## config.mk

```make
export PLATFORM = sky130hd
export DESIGN_NAME = stopwatch_counter
export DESIGN_NICKNAME = d
export VERILOG_FILES = /design/src/rtl/stopwatch_counter.sv
export SDC_FILE = /design/constraint.sdc
export NUM_CORES = 1
export LEC_CHECK = 0
export ABC_CLOCK_PERIOD_IN_PS = 3000
export CAP_MARGIN = 0
export CELL_PAD_IN_SITES_DETAIL_PLACEMENT = 1
export CELL_PAD_IN_SITES_GLOBAL_PLACEMENT = 2
export CORE_MARGIN = 1.5
export CORE_UTILIZATION = 38
export CTS_CLUSTER_SIZE = 25
export DETAILED_ROUTE_END_ITERATION = 10
export PLACE_DENSITY = 0.9
export SLEW_MARGIN = 5
export SYNTH_ARGS = -nofsm -noshare
export SYNTH_HDL_FRONTEND = slang
export SYNTH_SLANG_ARGS = --single-unit
```

## constraint.sdc

```tcl
create_clock -name clock -period 3 [get_ports clock]
set_input_delay 0.3 -clock clock [delete_from_list [all_inputs] [get_ports clock]]
set_output_delay 0.3 -clock clock [all_outputs]
set_load 0.03 [all_outputs]
```

## src/rtl/stopwatch_counter.sv

```systemverilog
// stopwatch_counter: MM:SS.cc BCD stopwatch with start/stop, lap-hold and clear.
module stopwatch_counter #(
  parameter int CLK_DIV = 10000
) (
  input  logic       clock,
  input  logic       reset,
  input  logic       STOPWATCH_RUN,
  input  logic       SW_START,
  input  logic       SW_CLEAR,
  output logic [3:0] SW_MIN_T,
  output logic [3:0] SW_MIN_U,
  output logic [3:0] SW_SEC_T,
  output logic [3:0] SW_SEC_U,
  output logic [3:0] SW_CS_T,
  output logic [3:0] SW_CS_U,
  output logic       SW_RUNNING,
  output logic       SW_LAP,
  output logic       SW_OVF
);
  localparam int PW = $clog2(CLK_DIV);
  localparam logic [23:0] MAX = 24'h595999;
  typedef enum logic [1:0] {CLEARED, RUNNING, LAP, STOPPED} state_t;
  state_t state_q, state_d;
  logic start_prev_q, clear_prev_q, ovf_q, ovf_d;
  logic start_ev, clear_ev, counting, tick, wrap, clr;
  logic [PW-1:0] pre_q, pre_d;
  logic [23:0] cnt_q, cnt_d, lap_q, lap_d, cnt_inc;
  logic [6:0] cy;
  assign start_ev = STOPWATCH_RUN & SW_START & ~start_prev_q;
  assign clear_ev = STOPWATCH_RUN & SW_CLEAR & ~clear_prev_q & ~start_ev;
  assign counting = state_q == RUNNING || state_q == LAP;
  assign tick     = counting && pre_q == PW'(CLK_DIV - 1);
  assign clr      = clear_ev && state_q == STOPPED;
  // Digits from cs units (0) to min tens (5); each rolls at its own maximum.
  always_comb begin
    cy[0] = 1'b1;
    cnt_inc = cnt_q;
    for (int i = 0; i < 6; i++) begin
      cnt_inc[4*i +: 4] = !cy[i] ? cnt_q[4*i +: 4] : cnt_q[4*i +: 4] == MAX[4*i +: 4] ? 4'd0 : cnt_q[4*i +: 4] + 4'd1;
      cy[i+1] = cy[i] && cnt_q[4*i +: 4] == MAX[4*i +: 4];
    end
    wrap = cy[6];
  end
  always_comb begin
    state_d = start_ev ? (counting ? STOPPED : RUNNING) :
              clear_ev ? (state_q == RUNNING ? LAP : state_q == LAP ? RUNNING : CLEARED) : state_q;
    pre_d   = clr ? '0 : !counting ? pre_q : tick ? '0 : pre_q + PW'(1);
    cnt_d   = clr ? '0 : tick ? cnt_inc : cnt_q;
    lap_d   = clear_ev && state_q == RUNNING ? cnt_q : lap_q;
    ovf_d   = tick & wrap;
  end
  always_ff @(posedge clock or negedge reset) begin
    if (!reset) begin
      state_q      <= CLEARED;
      start_prev_q <= 1'b1;
      clear_prev_q <= 1'b1;
      pre_q        <= '0;
      cnt_q        <= '0;
      lap_q        <= '0;
      ovf_q        <= 1'b0;
    end else begin
      state_q      <= state_d;
      start_prev_q <= SW_START;
      clear_prev_q <= SW_CLEAR;
      pre_q        <= pre_d;
      cnt_q        <= cnt_d;
      lap_q        <= lap_d;
      ovf_q        <= ovf_d;
    end
  end
  assign {SW_MIN_T, SW_MIN_U, SW_SEC_T, SW_SEC_U, SW_CS_T, SW_CS_U} = state_q == LAP ? lap_q : cnt_q;
  assign SW_RUNNING = counting;
  assign SW_LAP     = state_q == LAP;
  assign SW_OVF     = ovf_q;
endmodule
```

==> results of run 1 <==
-- final cells by class --
type	instances	area [um^2]
tap	133	166
sequential	67	1680
multi-input combinational	262	1960
inverter	15	56.3
timing repair buffer	40	388
clock buffer	11	141
clock inverter	5	77.6
fill	1124	5260
-- power groups by stage --
stage	Sequential (mW)	Combinational, mW	Clock, mW
2_1_floorplan	1.42	1.04	0
3_3_place_gp	1.50	1.45	0
3_5_place_dp	1.52	1.49	0
4_1_cts	1.51	1.51	0.871
5_1_grt	1.56	1.64	0.909
6_report	1.50	1.49	0.842
-- routing by layer --
layer	part of all wire, %	track usage (%)
met5	0	0
met4	1.3	5.51
met3	2.5	4.27
met2	49	30.7
met1	47	25.8
-- cell families after synthesis --
family,Yosys count,share of synthesized area (%)
AOI/OAI and AO/OA,67,10.4
xor gates and xnor gates,3,0.693
adders and majority gates,16,5.28
buffers and inverters,33,3.93
DFF,67,44.3
muxes,48,14.1
and+or+nand+nor,128,21.4
-- synthesized netlist by cell type (7+ instances only) --
library cell and instances:
dfrtp_1 65, mux2_2 42, a21oi_1 28, nand2_1 25
ha_1 16, o21ai_0 16, inv_1 15, or4_1 14
o31ai_1 13, nor2_1 12, nand3_1 11, or3_1 10
nand4_1 9, buf_2 8, nor3_1 7
-- repair_timing --
action	CTS	global route
gates resized for setup	0	0
setup endpoints to repair	0	0
hold buffers	1	0
hold endpoints to repair	17	0
-- registers in the layout, summed over array words and instances (netlist names) --
name          cells
SW_OVF            1
clear_prev_q      1
cnt_q            24
lap_q            24
pre_q            14
start_prev_q      1
state_q           2
-- worst max path at each step --
| stage | start | end | slack [ns] | cells past startpoint |
|---|---|---|---|---|
| global placement | state_q[0]$_DFFE_PN0P_ | cnt_q[11]$_DFFE_PN0P_ | 0.60 | 6 |
| floorplan | state_q[0]$_DFFE_PN0P_ | SW_CS_T[1] | 0.86 | 5 |
| CTS | state_q[0]$_DFFE_PN0P_ | SW_CS_U[1] | 0.32 | 5 |
| detailed placement | state_q[0]$_DFFE_PN0P_ | cnt_q[19]$_DFFE_PN0P_ | 0.47 | 6 |
| finish | state_q[0]$_DFFE_PN0P_ | SW_CS_U[1] | 0.32 | 5 |
| global route | state_q[0]$_DFFE_PN0P_ | SW_CS_U[1] | 0.23 | 5 |
-- stage by stage --
stage          util (%)  power [mW]  area [um^2]  cells
2_1_floorplan         -        2.46         3790    362
3_3_place_gp       43.6        2.94         4240    516
3_5_place_dp       43.6        3.01         4240    516
4_1_cts            46.0        3.88         4470    533
5_1_grt            46.0        4.11         4470    533
6_report           46.0        3.84         4470    533
==> results.yml, run 1 <==
sta:
  fmax_mhz: 372
  slew_headroom_pct: 48.4
  hold_ws_ns: 0.410
  rsz0062_at_grt: "false"
  finClkSkew_ns: 0.00920
  report.final.setup_viol: 0
  finalCriticalPeriod_ns: 2.68
  tightest_slew_ns: 0.766
  finalCritPeriodShare_pct: 89.5
  hold_viol: 0
  maxSlewViolCount: 0
  tns_ns: 0
  fin_ws_ns: 0.315
floorplanning:
  ios: 32
  dieWidth_um: 103
  initial_utilization_pct: 39.0
  rows: 36
  die_h_um: 103
  core_area_um2: 9730
  die_area_um2: 10600
routing:
  drt-wirelength-per-cell_um: 17.1
  finalWirelength_mm: 9.12
  ant_nets: 0
  vias: 2975
  drc_errors: 0
  via_per_inst: 5.58
  initialDrtViolationCount: 81
  dr.pass1.iters: 4
clock_tree:
  clk_pin_slew_ns: 0.07
  clkSinkCount: 67
  root_buffer: "clkbuf_8"
  cts_buffers: 9
  htreeDepth: 3
  postCtsSetupRepairBufs: 0
  clk_path_buf_depth: 2
  cts_tree: "yes"
  clock_latency_ns: 0.35
synth:
  synth_edf_count: 0
  syn_area_um2: 3790
  ys_dominant_reg_cell: "dfrtp_1"
  synth-async-reset-ratio_pct: 100
  avgSynthCellArea_um2: 10.5
  syn_inst: 362
  synth_area_leaders: "dfrtp_1 43%, mux2_2 12%, ha_1 5.3%"
  synth_seq_cells: 67
  yosys.area.top_type_share_pct: 42.9
  synth_cell_types: 47
  synth_fp_nets: 383
  synth_top_area_cell: "dfrtp_1"
  yosys_warnings: 0
  ys_seq_area_share_pct: 44.3
setup_path:
  required_ns: 2.70
  r2r_end: "cnt_q[11]$_DFFE_PN0P_"
  crit_path_top_delay_cell: "clkdlybuf4s50_1"
  r2r_slack_ns: 0.41
  cp_max_fo: 24
  crit_type: "reg -> out"
  crit_buf_inv: 3
  r2r_start: "state_q[0]$_DFFE_PN0P_"
  endpoint_kind: "output pin"
  cp_data_arrival_time_ns: 2.38
  cp_cell_sequence: "inv_1, ha_1, buf_4, o21ai_0, clkdlybuf4s50_1"
  crit_family: "buffers and inverters"
  startpoint_type: "flip-flop"
  critPathMaxStageDelay_ns: 0.75
  worst_r2r_path_depth: 6
power:
  p_per_area_nw_per_um2: 858
  seqPwrFrac_pct: 39.2
  pwr-share-comb_pct: 38.9
  p_int_mw: 2.36
  switching_share_pct: 38.4
  power.switching_mw: 1.48
  clkPwrFrac_pct: 21.9
  p_leak_nw: 1.87
  irDropWorstVdd_mv: 0.397
final_layout:
  final_common_cell: "dfrtp_1"
  finalNetCount: 416
  drive_gt1_share_pct: 19.3
  n_antenna_cell: 0
  layout-area-overhead-vs-synth_pct: 18.0
  layout_common_cells: "65 x dfrtp_1, 42 x mux2_2, 30 x clkdlybuf4s50_1"
place:
  dpl_worst_slack_ns: 0.470
  dpl.hpwl_mm: 6.34
  port_buffers: 31
  gp_congestion: 0.774
grt:
  track_usage_pct: 19.0
  first_global_vias: 3137
  overflow: 0
  grt_antenna_before_repair: 0
  grt_pass1_wl_mm: 15.6
  grt_max_degree: 29
min_path:
  min-delay-start: "SW_START"
  hold_class: "in -> reg"
  min_to: "start_prev_q$_DFF_PN1_"
  hold_path_depth: 1
run_status:
  status: "complete, no violations"
run:
  drv_cap: 0
Note: power is estimated with default switching activity, not from simulation.
==> inputs of run 2 (changes only) <==
Settings changed: PLACE_DENSITY 0.9 to 0.89.
==> run 2 against run 1 <==
  * Setup slack better by 0.017 ns
  * Fmax up 0.64%
  * First-iteration DRC count up 32%
  * Sequential share of layout area about the same
  * Clock skew up 0.0027 ns
  * Sequential power about the same
  * Critical path depth unchanged
  * Via count down 1.0%
  * Non-clock buffer count down 1
  * Critical endpoint is now SW_CS_T[3]
==> results.yml, run 2 (same netlist as run 1, synthesis figures left out) <==
routing:
  via_per_inst: 5.53
  dr.pass1.iters: 4
  vias: 2944
  finalWirelength_mm: 9.33
  drt-wirelength-per-cell_um: 17.5
  drc_errors: 0
  ant_nets: 0
  initialDrtViolationCount: 107
grt:
  top_usage_layer: "met2"
  track_usage_pct: 19.1
  grt_pass1_wl_mm: 15.5
  grt_use_met1_pct: 25.5
  grt_max_degree: 30
  first_global_vias: 2975
  use_met2_pct: 30.7
  overflow: 0
  grt_antenna_before_repair: 0
  gr-usage-met3_pct: 4.68
setup_path:
  crit_path_top_delay_cell: "clkdlybuf4s50_1"
  cp_cell_sequence: "inv_1, ha_1, buf_12, mux2_2, clkdlybuf4s50_1"
  endpoint_kind: "output pin"
  required_ns: 2.70
  cp_data_arrival_time_ns: 2.37
  startpoint_type: "flip-flop"
  crit_type: "reg -> out"
  crit_buf_inv: 3
  critPathMaxStageDelay_ns: 0.59
  crit_family: "buffers and inverters"
  cp_max_fo: 29
sta:
  slew_headroom_pct: 44.3
  finalCritPeriodShare_pct: 88.9
  finClkSkew_ns: 0.0119
  tns_ns: 0
  tightest_slew_ns: 0.828
  report.final.setup_viol: 0
  finalCriticalPeriod_ns: 2.67
  rsz0062_at_grt: "false"
  fmax_mhz: 375
  hold_viol: 0
  fin_ws_ns: 0.332
  maxSlewViolCount: 0
floorplanning:
  core_area_um2: 9730
  rows: 36
  die_area_um2: 10600
  dieWidth_um: 103
  initial_utilization_pct: 39.0
  die_h_um: 103
  ios: 32
place:
  gp_congestion: 0.807
  dpl.hpwl_mm: 6.39
  port_buffers: 31
  dpl_worst_slack_ns: 0.431
final_layout:
  finalNetCount: 415
  layout-area-overhead-vs-synth_pct: 18.1
  drive_gt1_share_pct: 19.0
  final_common_cell: "dfrtp_1"
  n_antenna_cell: 0
  layout_common_cells: "65 x dfrtp_1, 42 x mux2_2, 30 x clkdlybuf4s50_1"
  largestRegisters: "cnt_q: 24 flops, lap_q: 24 flops, pre_q: 14 flops"
  final_core_util_pct: 46.0
power:
  power_mw: 3.85
  p_leak_nw: 1.86
  p_per_area_nw_per_um2: 860
  irDropWorstVdd_mv: 0.432
clock_tree:
  cts_buffers: 9
  cts_resized: 0
  cts_tree: "yes"
  clock_latency_ns: 0.35
  postCtsSetupRepairBufs: 0
  clk_pin_slew_ns: 0.08
  clk_path_buf_depth: 2
  clkSinkCount: 67
  root_buffer: "clkbuf_8"
  htreeDepth: 3
run_status:
  status: "complete, no violations"
min_path:
  hold_class: "in -> reg"
run:
  drv_cap: 0
-- run 2: changes by cell type in the layout (fill, tap and decap cells not counted), sizes merged --
cell      change
clkinv        -1
clkbuf        -1
buf           -1
clkinvlp      +2
-- run 2: routing by layer --
layer,wire (um),part of all wire (%)
met5,0,0
met2,4540,49
met1,4430,47
met3,252,2.7
met4,112,1.2
-- run 2: through the flow --
| step | cell area (um^2) | std cells | hold slack, ns |
|---|---|---|---|
| 2_1_floorplan | 3790 | 362 | 0.00441 |
| 4_1_cts | 4480 | 532 | 0.389 |
| 5_1_grt | 4480 | 532 | 0.391 |
| 3_3_place_gp | 4250 | 515 | 0.312 |
| 3_5_place_dp | 4250 | 515 | 0.313 |
| 6_report | 4480 | 532 | 0.399 |
-- run 2: area by class of cell --
type,instances,area [um^2]
repair buffers,39,393
clock inverters,6,91.3
flip-flops and latches,67,1680
fillers,1118,5250
inverters,15,56.3
clock buffers,10,128
multi-input cells,262,1960
well taps,133,166
-- run 2: worst register-to-register path: stages (launching register included) --
cell and delay (ns):
dfrtp_1 0.41, inv_1 0.06, ha_1 0.43, and4b_1 0.34
nand4_2 0.46, or4_1 0.68, a21oi_1 0.16
-- run 2: what timing repair did --
action | 4_1_cts | 5_1_grt
endpoints found under the hold margin | 21 | 0
setup endpoints to repair | 0 | 0
hold buffers | 1 | 0
-- run 2: power by group --
part	switching (mW)	leakage [nW]	internal (mW)	total, mW
registers	0.326	0.855	1.19	1.52
logic	0.803	0.906	0.687	1.49
clock network	0.375	0.0987	0.469	0.845
-- run 2: final timing paths --
kind	from	to	slack (ns)	cells after the start
setup / recovery	state_q[0]$_DFFE_PN0P_	SW_CS_T[3]	0.33	5
hold / removal	SW_CLEAR	clear_prev_q$_DFF_PN1_	0.40	1
setup reg to reg	state_q[0]$_DFFE_PN0P_	cnt_q[7]$_DFFE_PN0P_	0.39	6
hold reg to reg	lap_q[8]$_DFFE_PN0P_	lap_q[8]$_DFFE_PN0P_	0.50	1
max in group asynchronous	reset	start_prev_q$_DFF_PN1_	1.75	3
min in group asynchronous	reset	lap_q[14]$_DFFE_PN0P_	0.46	2
